[config.mk]
export PLATFORM = sky130hd
export DESIGN_NAME = uart_rx_fifo
export DESIGN_NICKNAME = d
export VERILOG_FILES = /design/src/rtl/uart_rx_pkg.sv /design/src/rtl/sync_fifo.sv /design/src/rtl/uart_rx_fifo.sv
export SDC_FILE = /design/constraint.sdc
export NUM_CORES = 1
export LEC_CHECK = 0
export ABC_AREA = 1
export CAP_MARGIN = 20
export CORE_MARGIN = 2
export CORE_UTILIZATION = 63
export CTS_CLUSTER_DIAMETER = 80
export CTS_CLUSTER_SIZE = 16
export DETAILED_ROUTE_END_ITERATION = 8
export GPL_TIMING_DRIVEN = 0
export HOLD_SLACK_MARGIN = 0.08
export PLACE_DENSITY_LB_ADDON = 0.12
export SYNTH_ARGS = -nofsm -noshare
export SYNTH_HDL_FRONTEND = slang
export SYNTH_HIERARCHICAL = 1
export SYNTH_SLANG_ARGS = --single-unit
[constraint.sdc]
create_clock -name io_clock -period 5.6 [get_ports io_clock]
set_input_delay 1.4 -clock io_clock [delete_from_list [all_inputs] [get_ports io_clock]]
set_output_delay 1.4 -clock io_clock [all_outputs]
set_load 0.005 [all_outputs]
[src/rtl/uart_rx_pkg.sv]
// Shared types and helpers for the harness UART receiver.
// Optional even-parity support is enabled with UART_RX_PARITY_EN.
package uart_rx_pkg;

    localparam int unsigned DATA_BITS = 8;

    typedef enum logic [2:0] {
        IDLE,
        START,
        DATA,
`ifdef UART_RX_PARITY_EN
        PARITY,
`endif
        STOP,
        WAIT_HIGH
    } rx_state_e;

    // Bit period in io_clock cycles, truncated.
    function automatic int unsigned calc_div(input int unsigned clk_hz, input int unsigned baud);
        return clk_hz / baud;
    endfunction

endpackage

[src/rtl/sync_fifo.sv]
// Single-clock FIFO with occupancy count; a push into a full FIFO is accepted
// only when a pop happens in the same cycle.
module sync_fifo #(
    parameter int unsigned DEPTH = 16,
    parameter int unsigned WIDTH = 8
) (
    input  logic                     clk_i,
    input  logic                     rst_i,
    input  logic                     push_i,
    input  logic                     pop_i,
    input  logic [WIDTH-1:0]         wdata_i,
    output logic [WIDTH-1:0]         rdata_o,
    output logic                     full_o,
    output logic                     empty_o,
    output logic [$clog2(DEPTH):0]   count_o
);

    localparam int unsigned PTR_W = $clog2(DEPTH);
    localparam int unsigned CNT_W = PTR_W + 1;

    logic [WIDTH-1:0] mem_q [DEPTH];
    logic [PTR_W-1:0] wr_ptr_q;
    logic [PTR_W-1:0] rd_ptr_q;
    logic [CNT_W-1:0] count_q;
    logic             wr_en_c;
    logic             rd_en_c;

    assign full_o  = (count_q == CNT_W'(DEPTH));
    assign empty_o = (count_q == '0);
    assign count_o = count_q;
    assign rdata_o = mem_q[rd_ptr_q];

    assign rd_en_c = pop_i && !empty_o;
    assign wr_en_c = push_i && (!full_o || rd_en_c);

    always_ff @(posedge clk_i or posedge rst_i) begin
        if (rst_i) begin
            for (int unsigned i = 0; i < DEPTH; i++) begin
                mem_q[i] <= '0;
            end
            wr_ptr_q <= '0;
            rd_ptr_q <= '0;
            count_q  <= '0;
        end else begin
            if (wr_en_c) begin
                mem_q[wr_ptr_q] <= wdata_i;
                wr_ptr_q        <= wr_ptr_q + PTR_W'(1);
            end
            if (rd_en_c) begin
                rd_ptr_q <= rd_ptr_q + PTR_W'(1);
            end
            if (wr_en_c && !rd_en_c) begin
                count_q <= count_q + CNT_W'(1);
            end else if (rd_en_c && !wr_en_c) begin
                count_q <= count_q - CNT_W'(1);
            end
        end
    end

endmodule

[src/rtl/uart_rx_fifo.sv]
// UART receiver (8N1, or 8E1 when UART_RX_PARITY_EN is defined) feeding a
// valid/ready FIFO, with CTS throttled by fill level using hysteresis.
module uart_rx_fifo
    import uart_rx_pkg::*;
#(
    parameter int unsigned CLK_FREQ_HZ = 100_000_000,
    parameter int unsigned BAUD        = 115_200,
    parameter int unsigned FIFO_DEPTH  = 16,
    parameter int unsigned CTS_MARGIN  = 4
) (
    input  logic       io_clock,
    input  logic       io_reset,
    input  logic       io_uart_rxd,
    output logic       io_uart_cts,
    output logic       io_rx_valid,
    input  logic       io_rx_ready,
    output logic [7:0] io_rx_payload,
    output logic       io_frameError,
`ifdef UART_RX_PARITY_EN
    output logic       io_parityError,
`endif
    output logic       io_overrun
);

    localparam int unsigned DIV    = calc_div(CLK_FREQ_HZ, BAUD);
    localparam int unsigned DIV_W  = $clog2(DIV + 1);
    localparam int unsigned CNT_W  = $clog2(FIFO_DEPTH) + 1;
    localparam int unsigned CTS_HI = FIFO_DEPTH - CTS_MARGIN;
    localparam int unsigned CTS_LO = FIFO_DEPTH / 2;

    rx_state_e            state_q;
    logic                 sync1_q;
    logic                 sync2_q;
    logic                 prev_q;
    logic [DIV_W-1:0]     cnt_q;
    logic [2:0]           bit_idx_q;
    logic [DATA_BITS-1:0] shift_q;
    logic                 frame_err_q;
    logic                 overrun_q;
    logic                 cts_q;
    logic                 cts_d;
`ifdef UART_RX_PARITY_EN
    logic                 par_bit_q;
    logic                 par_err_q;
`endif

    logic                 tick_c;
    logic                 push_c;
    logic                 pop_c;
    logic                 fifo_full;
    logic                 fifo_empty;
    logic [CNT_W-1:0]     fifo_count;

    assign tick_c = (cnt_q == '0);
    assign push_c = (state_q == STOP) && tick_c && sync2_q;
    assign pop_c  = io_rx_valid && io_rx_ready;

    sync_fifo #(
        .DEPTH (FIFO_DEPTH),
        .WIDTH (DATA_BITS)
    ) u_fifo (
        .clk_i   (io_clock),
        .rst_i   (io_reset),
        .push_i  (push_c),
        .pop_i   (pop_c),
        .wdata_i (shift_q),
        .rdata_o (io_rx_payload),
        .full_o  (fifo_full),
        .empty_o (fifo_empty),
        .count_o (fifo_count)
    );

    assign io_rx_valid   = !fifo_empty;
    assign io_frameError = frame_err_q;
    assign io_overrun    = overrun_q;
    assign io_uart_cts   = cts_q;
`ifdef UART_RX_PARITY_EN
    assign io_parityError = par_err_q;
`endif

    // Hysteresis: hold CTS between the two thresholds.
    always_comb begin
        cts_d = cts_q;
        if (fifo_count >= CNT_W'(CTS_HI)) begin
            cts_d = 1'b1;
        end else if (fifo_count <= CNT_W'(CTS_LO)) begin
            cts_d = 1'b0;
        end
    end

    always_ff @(posedge io_clock or posedge io_reset) begin
        if (io_reset) begin
            state_q     <= IDLE;
            sync1_q     <= 1'b1;
            sync2_q     <= 1'b1;
            prev_q      <= 1'b1;
            cnt_q       <= '0;
            bit_idx_q   <= '0;
            shift_q     <= '0;
            frame_err_q <= 1'b0;
            overrun_q   <= 1'b0;
            cts_q       <= 1'b0;
`ifdef UART_RX_PARITY_EN
            par_bit_q   <= 1'b0;
            par_err_q   <= 1'b0;
`endif
        end else begin
            sync1_q     <= io_uart_rxd;
            sync2_q     <= sync1_q;
            prev_q      <= sync2_q;
            cts_q       <= cts_d;
            frame_err_q <= 1'b0;
            overrun_q   <= push_c && fifo_full && !pop_c;
`ifdef UART_RX_PARITY_EN
            par_err_q   <= push_c && (par_bit_q != ^shift_q);
`endif
            if (!tick_c) begin
                cnt_q <= cnt_q - DIV_W'(1);
            end

            case (state_q)
                IDLE: begin
                    if (prev_q && !sync2_q) begin
                        state_q <= START;
                        cnt_q   <= DIV_W'(DIV / 2 - 1);
                    end
                end
                START: begin
                    if (tick_c) begin
                        if (!sync2_q) begin
                            state_q   <= DATA;
                            cnt_q     <= DIV_W'(DIV - 1);
                            bit_idx_q <= '0;
                        end else begin
                            state_q <= IDLE;
                        end
                    end
                end
                DATA: begin
                    if (tick_c) begin
                        shift_q <= {sync2_q, shift_q[DATA_BITS-1:1]};
                        cnt_q   <= DIV_W'(DIV - 1);
                        if (bit_idx_q == 3'(DATA_BITS - 1)) begin
`ifdef UART_RX_PARITY_EN
                            state_q <= PARITY;
`else
                            state_q <= STOP;
`endif
                        end else begin
                            bit_idx_q <= bit_idx_q + 3'(1);
                        end
                    end
                end
`ifdef UART_RX_PARITY_EN
                PARITY: begin
                    if (tick_c) begin
                        par_bit_q <= sync2_q;
                        cnt_q     <= DIV_W'(DIV - 1);
                        state_q   <= STOP;
                    end
                end
`endif
                STOP: begin
                    if (tick_c) begin
                        if (sync2_q) begin
                            state_q <= IDLE;
                        end else begin
                            frame_err_q <= 1'b1;
                            state_q     <= WAIT_HIGH;
                        end
                    end
                end
                WAIT_HIGH: begin
                    if (sync2_q) begin
                        state_q <= IDLE;
                    end
                end
                default: state_q <= IDLE;
            endcase
        end
    end

endmodule
==> summary.md, run 1 <==
| Metric | Value |
|---|---|
| Run status | `finished clean` |
| Count of mapped cells out of synthesis | `1284` |
| Worst setup SP type | `flop` |
| Vias per Instance | `5.93` |
| Final weighted congestion in routability-driven placement | `1.01` |
| Worst supply voltage drop on vdd | `about 230 µV` |
| Inserted Diodes | `0` |
| Cell with the biggest individual delay on the critical path | `sky130_fd_sc_hd__clkbuf_1` |
| Fin. Hold Viols | `0` |
| I/O pin total | `16` |
| Cell breakdown of the critical path | `clkbuf_1 > clkbuf_1 > nand3_1 > nand3_1 > nand3_1 > nand2_1 > clkdlybuf4s50_1` |
| Worst setup path start | `u_fifo/rd_ptr_q[1]` |
| All-layer global routing usage | `between 30% and 40%` |
| Via count of the first global-routing pass | `8547` |
| Count of cells along the worst hold path | `0` |
| Worst clock skew | `8.61 ps` |
| Area fraction of the dominant cell type after synthesis | `44.4%` |
| Most frequent cell after synthesis | `sky130_fd_sc_hd__nand2_1` |
| Number of buffers added to fix hold violations after cts | `0` |
| Critical path data required time | `between 4000 and 5000 ps` |
| Area after DPL | `9910 µm²` |
| Highest fanout seen on the critical path | `10` |
| Port Buffers | `15` |
| Warnings, synthesis | `6` |
| Global-route wire length before repair | `43.9 mm` |
| Horizontal die dimension | `~130 µm` |
| Number of nets still failing antenna checks after routing | `0` |
| Mean cell area of the mapped netlist | `about 7.4 µm²` |
| Predominant post-synthesis flop cell | `sky130_fd_sc_hd__dfrtp_1` |
| Post-detailed-route wirelength per cell | `18.0 µm` |
| FF-to-FF setup slack | `between 2000 and 2500 ps` |
| Critical Path Stages | `7` |
| Number of buffers inserted by post-CTS setup repair | `0` |
| Final wirelength | `27.3 mm` |
| Depth of the worst register-to-register path | `19` |
| Layout cells sized above 1 | `a little under a tenth` |
| Pins Over Slew Limit | `0` |
| Die Area | `16000 µm²` |
| DIE HEIGHT | `127 µm` |
| Design area | `around 10000 µm²` |
| Maximum buffer depth of the clock tree | `2` |
| Number of nets produced by synthesis | `1302` |
| Final Cycle Share | `73.9%` |
| Synth async-reset ratio | `100%` |
| First drt pass iteration count | `8` |
| Post-CTS Resized | `0` |
| Measured slew at the worst slew-check pin | `just over 800 ps` |
| Final period demand of the worst path | `4140 ps` |
| Leading post-synthesis cells by instance count | `sky130_fd_sc_hd__nand2_1, sky130_fd_sc_hd__dfrtp_1, sky130_fd_sc_hd__inv_1, sky130_fd_sc_hd__nand4_1, sky130_fd_sc_hd__nand3_1` |
| Final Hold Slack | `roughly 360 ps` |
| Layout overhead on the synthesized area | `10.6%` |
| TritonCTS Sinks | `roughly 170` |
| Delay contributed by the slowest stage of the critical path | `520 ps` |
| CP endpoint kind | `primary output` |
| Fill count | `1232` |
| DR vias | `8992` |
| Clock tree from TritonCTS | `done` |
| Timing endpoint of the critical path | `io_rx_payload[3]` |
| Initial antenna violation count | `0` |
| Library cell appearing most often on the critical path | `sky130_fd_sc_hd__nand3_1` |
| Worst-path clk slew | `approximately 60 ps` |
| Number of enable flip-flop cells after synthesis | `0` |
| Total congestion overflow | `0` |
| Unrepaired setup endpoints after global routing | `no` |
| Bufs and invs on worst path | `3` |
| Setup violation total in the final timing report | `0` |
| DRC errors left | `0` |
| Relative slew slack | `roughly 46%` |
| Cell Area, Synth | `approximately 9500 µm²` |
| Static leakage | `5.47 nW` |
| Floorplan Core Area | `approximately 15000 µm²` |
| Total clock buffers created by CTS | `17` |
| Sequential share of the synthesized area | `45.2%` |
| Pin count of the biggest net entering global routing | `100` |
| Top Family by Delay on Critical Path | `buffers and inverters` |
| Arrival time at the worst endpoint | `2740 ps` |
| H-tree levels | `4` |
| End of the worst register-to-register path | `u_fifo/count_o[4]` |
| Achievable Freq | `242 MHz` |
| Layout Nets | `1338` |
| Initial cell density of the core | `64.9%` |
| CTS Root Cell | `sky130_fd_sc_hd__clkbuf_16` |
| Library cell occupying the most area in the post-synthesis netlist | `sky130_fd_sc_hd__dfrtp_1` |
| Cells taking the most area after synthesis | `sky130_fd_sc_hd__dfrtp_1, sky130_fd_sc_hd__nand2_1, sky130_fd_sc_hd__nand4_1` |
| Standard-cell row count | `44` |
| Startpoint of the worst-slack reg-to-reg timing path | `cnt_q[0]` |
| Distinct cell type count after synthesis | `33` |
| Worst skew pair latency | `430 ps` |
| Power density relative to cell area | `~260 nW/µm²` |
| Detailed placer's ending HPWL | `18.5 mm` |
| Max_cap viols | `0` |
| Class of the tightest hold or removal check | `flop to flop` |
| Initial DRC count | `roughly 1100` |
| Count of state elements after synthesis | `around 170` |
| Kind of critical path | `flop to primary output` |
## per-layer routing
layer | wire length [µm] | part of all wire, % | global-route usage, %
met4 | 1170 | 4.3 | 15.8
met5 | 0 | 0 | 0
met1 | 11100 | 41 | 47.2
met3 | 2750 | 10 | 7.68
met2 | 12300 | 45 | 54.6
## worst reg2reg max path: stages (launching register included)
cell                      delay, ps
sky130_fd_sc_hd__dfrtp_1        430
sky130_fd_sc_hd__inv_1          120
sky130_fd_sc_hd__ha_1           260
sky130_fd_sc_hd__nand2_4        100
sky130_fd_sc_hd__nor2_1         120
sky130_fd_sc_hd__nand2_2        120
sky130_fd_sc_hd__buf_6          170
sky130_fd_sc_hd__nor3_1         120
sky130_fd_sc_hd__buf_2          300
sky130_fd_sc_hd__nand2_1        210
sky130_fd_sc_hd__inv_1          190
sky130_fd_sc_hd__ha_1           190
sky130_fd_sc_hd__inv_1          110
sky130_fd_sc_hd__ha_1           350
sky130_fd_sc_hd__a21oi_1        240
sky130_fd_sc_hd__nand2_1         70
sky130_fd_sc_hd__o21ai_0        100
sky130_fd_sc_hd__nand2_1         80
sky130_fd_sc_hd__nand2_1         60
sky130_fd_sc_hd__nand2_1         50
## logic make-up after synthesis
family	Yosys count	synth area share, %
compound gates	29	1.74
buf+inv	220	9.39
fa+ha+maj	14	1.93
flops	171	45.2
simple gates	840	40.8
xor+xnor	10	0.925
## state kept, by name, indices dropped and copies added (netlist names)
name	flops
u_fifo/rd_ptr_q	4
shift_q	8
prev_q	1
u_fifo/wr_ptr_q	4
io_frameError	1
io_overrun	1
u_fifo/mem_q	128
cnt_q	10
u_fifo/count_o	5
io_uart_cts	1
state_q	3
sync2_q	1
sync1_q	1
bit_idx_q	3
## stage by stage
stage | power (mW) | TNS [ps] | utilization, % | instances | worst slack, ps
floorplan | 1.56 | 0 | - | 1284 | 419
global placement | 1.61 | -230910 | 67.5 | 1483 | -1650
detailed placement | 1.63 | 0 | 68.0 | 1485 | 1470
CTS | 2.75 | 0 | 71.8 | 1517 | 1520
global route | 2.85 | 0 | 71.8 | 1517 | 1370
finish | 2.74 | 0 | 71.8 | 1517 | 1460
## cell usage in the layout (no fill, tap or decap), types with 3 or more instances in the layout
cell type,n
sky130_fd_sc_hd__buf_2,39
sky130_fd_sc_hd__nor2_4,5
sky130_fd_sc_hd__dfrtp_1,168
sky130_fd_sc_hd__nor2_1,25
sky130_fd_sc_hd__nand3_1,129
sky130_fd_sc_hd__buf_1,8
sky130_fd_sc_hd__o21a_1,5
sky130_fd_sc_hd__o21ai_0,14
sky130_fd_sc_hd__nor2_2,19
sky130_fd_sc_hd__clkinv_2,6
sky130_fd_sc_hd__inv_1,141
sky130_fd_sc_hd__clkbuf_8,4
sky130_fd_sc_hd__xor2_1,8
sky130_fd_sc_hd__nand4_1,131
sky130_fd_sc_hd__nand3_2,12
sky130_fd_sc_hd__nor3_1,3
sky130_fd_sc_hd__nand2_4,3
sky130_fd_sc_hd__clkdlybuf4s50_1,15
sky130_fd_sc_hd__clkbuf_1,29
sky130_fd_sc_hd__ha_1,13
sky130_fd_sc_hd__dfstp_2,3
sky130_fd_sc_hd__nand2_1,507
sky130_fd_sc_hd__clkbuf_16,17
sky130_fd_sc_hd__a21oi_1,7
## worst min path at each step
stage	from	to	slack, ps
2_1_floorplan	sync1_q	sync2_q	350
4_1_cts	sync1_q	sync2_q	360
3_3_place_gp	sync1_q	sync2_q	350
5_1_grt	sync1_q	sync2_q	360
6_report	sync1_q	sync2_q	360
3_5_place_dp	sync1_q	sync2_q	350
## where the power goes
part / leakage (nW) / switching [mW] / total [mW] / internal (mW)
clock network: 0.280 / 0.478 / 1.13 / 0.655
registers: 2.33 / 0.0407 / 1.32 / 1.27
logic: 2.86 / 0.193 / 0.292 / 0.0989
total: 5.47 / 0.712 / 2.74 / 2.03
## layout make-up
type | instances | area (µm²) | share of cell area, %
multi-input cells | 893 | 4300 | 41.1
flip-flops and latches | 171 | 4280 | 40.9
inverters | 145 | 549 | 5.24
clock buffers | 24 | 492 | 4.69
plain buffers | 75 | 345 | 3.30
well taps | 184 | 230 | 2.20
repair buffers | 17 | 205 | 1.96
clock inverters | 8 | 67.6 | 0.645
No activity file was read; power rests on OpenSTA's default activity.
==> inputs of run 2 (changes only) <==
--- a/config.mk
+++ b/config.mk
@@ -8,7 +8,7 @@
 export ABC_AREA = 1
 export CAP_MARGIN = 20
 export CORE_MARGIN = 2
-export CORE_UTILIZATION = 63
+export CORE_UTILIZATION = 57
 export CTS_CLUSTER_DIAMETER = 80
 export CTS_CLUSTER_SIZE = 16
 export DETAILED_ROUTE_END_ITERATION = 8
==> constraint.sdc (replaced) <==
create_clock -name io_clock -period 3.7 [get_ports io_clock]
set_input_delay 0.925 -clock io_clock [delete_from_list [all_inputs] [get_ports io_clock]]
set_output_delay 0.925 -clock io_clock [all_outputs]
set_load 0.005 [all_outputs]
==> run 2 against run 1 <==
Compared with the run above:
- critical path depth is the same
- clock-buffer cell count shrank 4
- clock skew shrank 0.93 ps
- sequential share of layout area shrank 0.66 points
- die area grew 10%
- power grew 60%
==> summary.md, run 2 (synthesized netlist as in run 1, its figures left out) <==
| Metric | Value |
|---|---|
| Fin. Hold Viols | `0` |
| Final wirelength | `27.8 mm` |
| Worst setup SP type | `flop` |
| Kind of critical path | `flop to primary output` |
| Inserted Diodes | `0` |
| Largest register FFs | `128` |
| Worst skew pair latency | `440 ps` |
| Design area | `10600 µm²` |
| Maximum buffer depth of the clock tree | `2` |
| DIE HEIGHT | `133 µm` |
| Critical path data required time | `2770 ps` |
| I/O pin total | `16` |
| H-tree levels | `4` |
| Relative slew slack | `45.3%` |
| Detailed placer's ending HPWL | `19.2 mm` |
| Number of nets still failing antenna checks after routing | `0` |
| Unrepaired setup endpoints after global routing | `no` |
| Final period demand of the worst path | `3600 ps` |
| Post-layout total power | `4.38 mW` |
| Highest fanout seen on the critical path | `10` |
| Post-CTS Resized | `0` |
| Initial DRC count | `1016` |
| Commonest non-fill, non-tap cells in the layout | `sky130_fd_sc_hd__nand2_1, sky130_fd_sc_hd__dfrtp_1, sky130_fd_sc_hd__inv_1` |
| Total congestion overflow | `0` |
| Run status | `finished clean` |
| Power density relative to cell area | `411 nW/µm²` |
| Delay contributed by the slowest stage of the critical path | `500 ps` |
| Area after DPL | `10000 µm²` |
| Static leakage | `about 5.5 nW` |
| Total clock buffers created by CTS | `17` |
| CTS Root Cell | `sky130_fd_sc_hd__clkbuf_16` |
| Measured slew at the worst slew-check pin | `roughly 820 ps` |
| Post-detailed-route wirelength per cell | `17.9 µm` |
| Most common cell after layout, fill and taps aside | `sky130_fd_sc_hd__nand2_1` |
| Floorplan Core Area | `16400 µm²` |
| All-layer global routing usage | `32.7%` |
| Initial antenna violation count | `0` |
| Max_cap viols | `0` |
| Class of the tightest hold or removal check | `flop to flop` |
| Number of buffers added to fix hold violations after cts | `0` |
| Worst supply voltage drop on vdd | `between 400 and 500 µV` |
| Register bank with the most flops | `u_fifo/mem_q` |
| Worst-path clk slew | `70 ps` |
| Final weighted congestion in routability-driven placement | `around 0.97` |
| Clock tree from TritonCTS | `done` |
| Standard-cell row count | `47` |
| Final Hold Slack | `361 ps` |
| Arrival time at the worst endpoint | `2670 ps` |
| Layout overhead on the synthesized area | `12.4%` |
| Registers with the highest flip-flop counts | `u_fifo/mem_q x128, cnt_q x10, shift_q x8` |
| Layout cells sized above 1 | `9.51%` |
| First drt pass iteration count | `6` |
| Die Area | `17700 µm²` |
| Bufs and invs on worst path | `3` |
| Via count of the first global-routing pass | `8507` |
| DRC errors left | `0` |
| Pins Over Slew Limit | `0` |
| DR vias | `8856` |
| Worst clock skew | `7.68 ps` |
| Startpoint of the worst-slack reg-to-reg timing path | `cnt_q[0]` |
| Post-Route Setup TNS | `0 ps` |
| Global-route wire length before repair | `44.7 mm` |
| Worst setup path start | `u_fifo/rd_ptr_q[1]` |
| Number of buffers inserted by post-CTS setup repair | `0` |
| Top Family by Delay on Critical Path | `buffers and inverters` |
| Cell with the biggest individual delay on the critical path | `sky130_fd_sc_hd__clkdlybuf4s50_1` |
| Startpoint of the tightest hold check path | `sync1_q` |
| Achievable Freq | `around 280 MHz` |
| Pin count of the biggest net entering global routing | `41` |
| Layout Nets | `1341` |
| CP endpoint kind | `primary output` |
| TritonCTS Sinks | `171` |
| Port Buffers | `15` |
| Fill count | `1453` |
| Cell breakdown of the critical path | `clkbuf_1 > clkbuf_1 > nand2_1 > nand3_1 > nand3_1 > nand2_1 > clkdlybuf4s50_1` |
| Horizontal die dimension | `133 µm` |
| Initial cell density of the core | `57.7%` |
| Final Cycle Share | `97.3%` |
| Vias per Instance | `~5.7` |
| Setup violation total in the final timing report | `0` |
run 2: cell types whose count changed in the layout (fill, tap and decap cells not counted), sizes merged:
cell,change
clkinvlp,+1
inv,+3
clkbuf,-3
buf,+2
clkinv,-3
bufinv,+3
run 2: path summary, 6_finish.rpt:
kind / end / slack [ps] / cells after the start
min in group asynchronous: shift_q[2] / 860 / 2
worst min register to register: sync2_q / 360 / 0
max in group asynchronous: u_fifo/mem_q[80] / 2020 / 4
worst max register to register: u_fifo/count_o[4] / 330 / 19
worst min-delay path: sync2_q / 360 / 0
worst max-delay path: io_rx_payload[6] / 100 / 7
run 2: routing by layer:
metal	GRT usage, %	routed length [µm]	share of wire, %
met1	44.0	11500	41
met2	49.6	12500	45
met3	10.5	2980	11
met4	12.3	863	3.1
met5	0	0	0
run 2: worst reg2reg max path, delay by kind of cell, from the launching register on:
family / cells / cell delay, ps
adder cells (fa/ha/maj): 3 / 800
flip-flops: 1 / 430
AND/OR/NAND/NOR: 9 / 880
buffers and inverters: 5 / 870
AO/OA/AOI/OAI: 2 / 290
run 2: where the power goes:
group / internal, mW / switching, mW / total, mW
Clock: 1.16 / 0.775 / 1.93
Sequential: 1.93 / 0.0622 / 1.99
Combinational: 0.156 / 0.299 / 0.455
Total: 3.24 / 1.14 / 4.38
run 2: final cells by class:
class	instances	area, µm²	share of cell area [%]
Buffer	75	349	3.28
Clock buffer	20	447	4.20
Clock inverter	12	185	1.74
Inverter	145	548	5.15
Multi-Input combinational cell	893	4300	40.4
Sequential cell	171	4280	40.2
Tap cell	220	275	2.59
Timing Repair Buffer	20	258	2.42
run 2: per-stage QoR:
| stage | setup slack [ps] | std cells | utilization (%) |
|---|---|---|---|
| final | 101 | 1556 | 64.9 |
| after global routing | 33.6 | 1556 | 64.9 |
| after CTS | 107 | 1556 | 64.9 |
| after detailed placement | 77.0 | 1524 | 61.0 |
| after global placement | -394 | 1519 | 60.4 |
| after floorplan | 885 | 1284 | - |
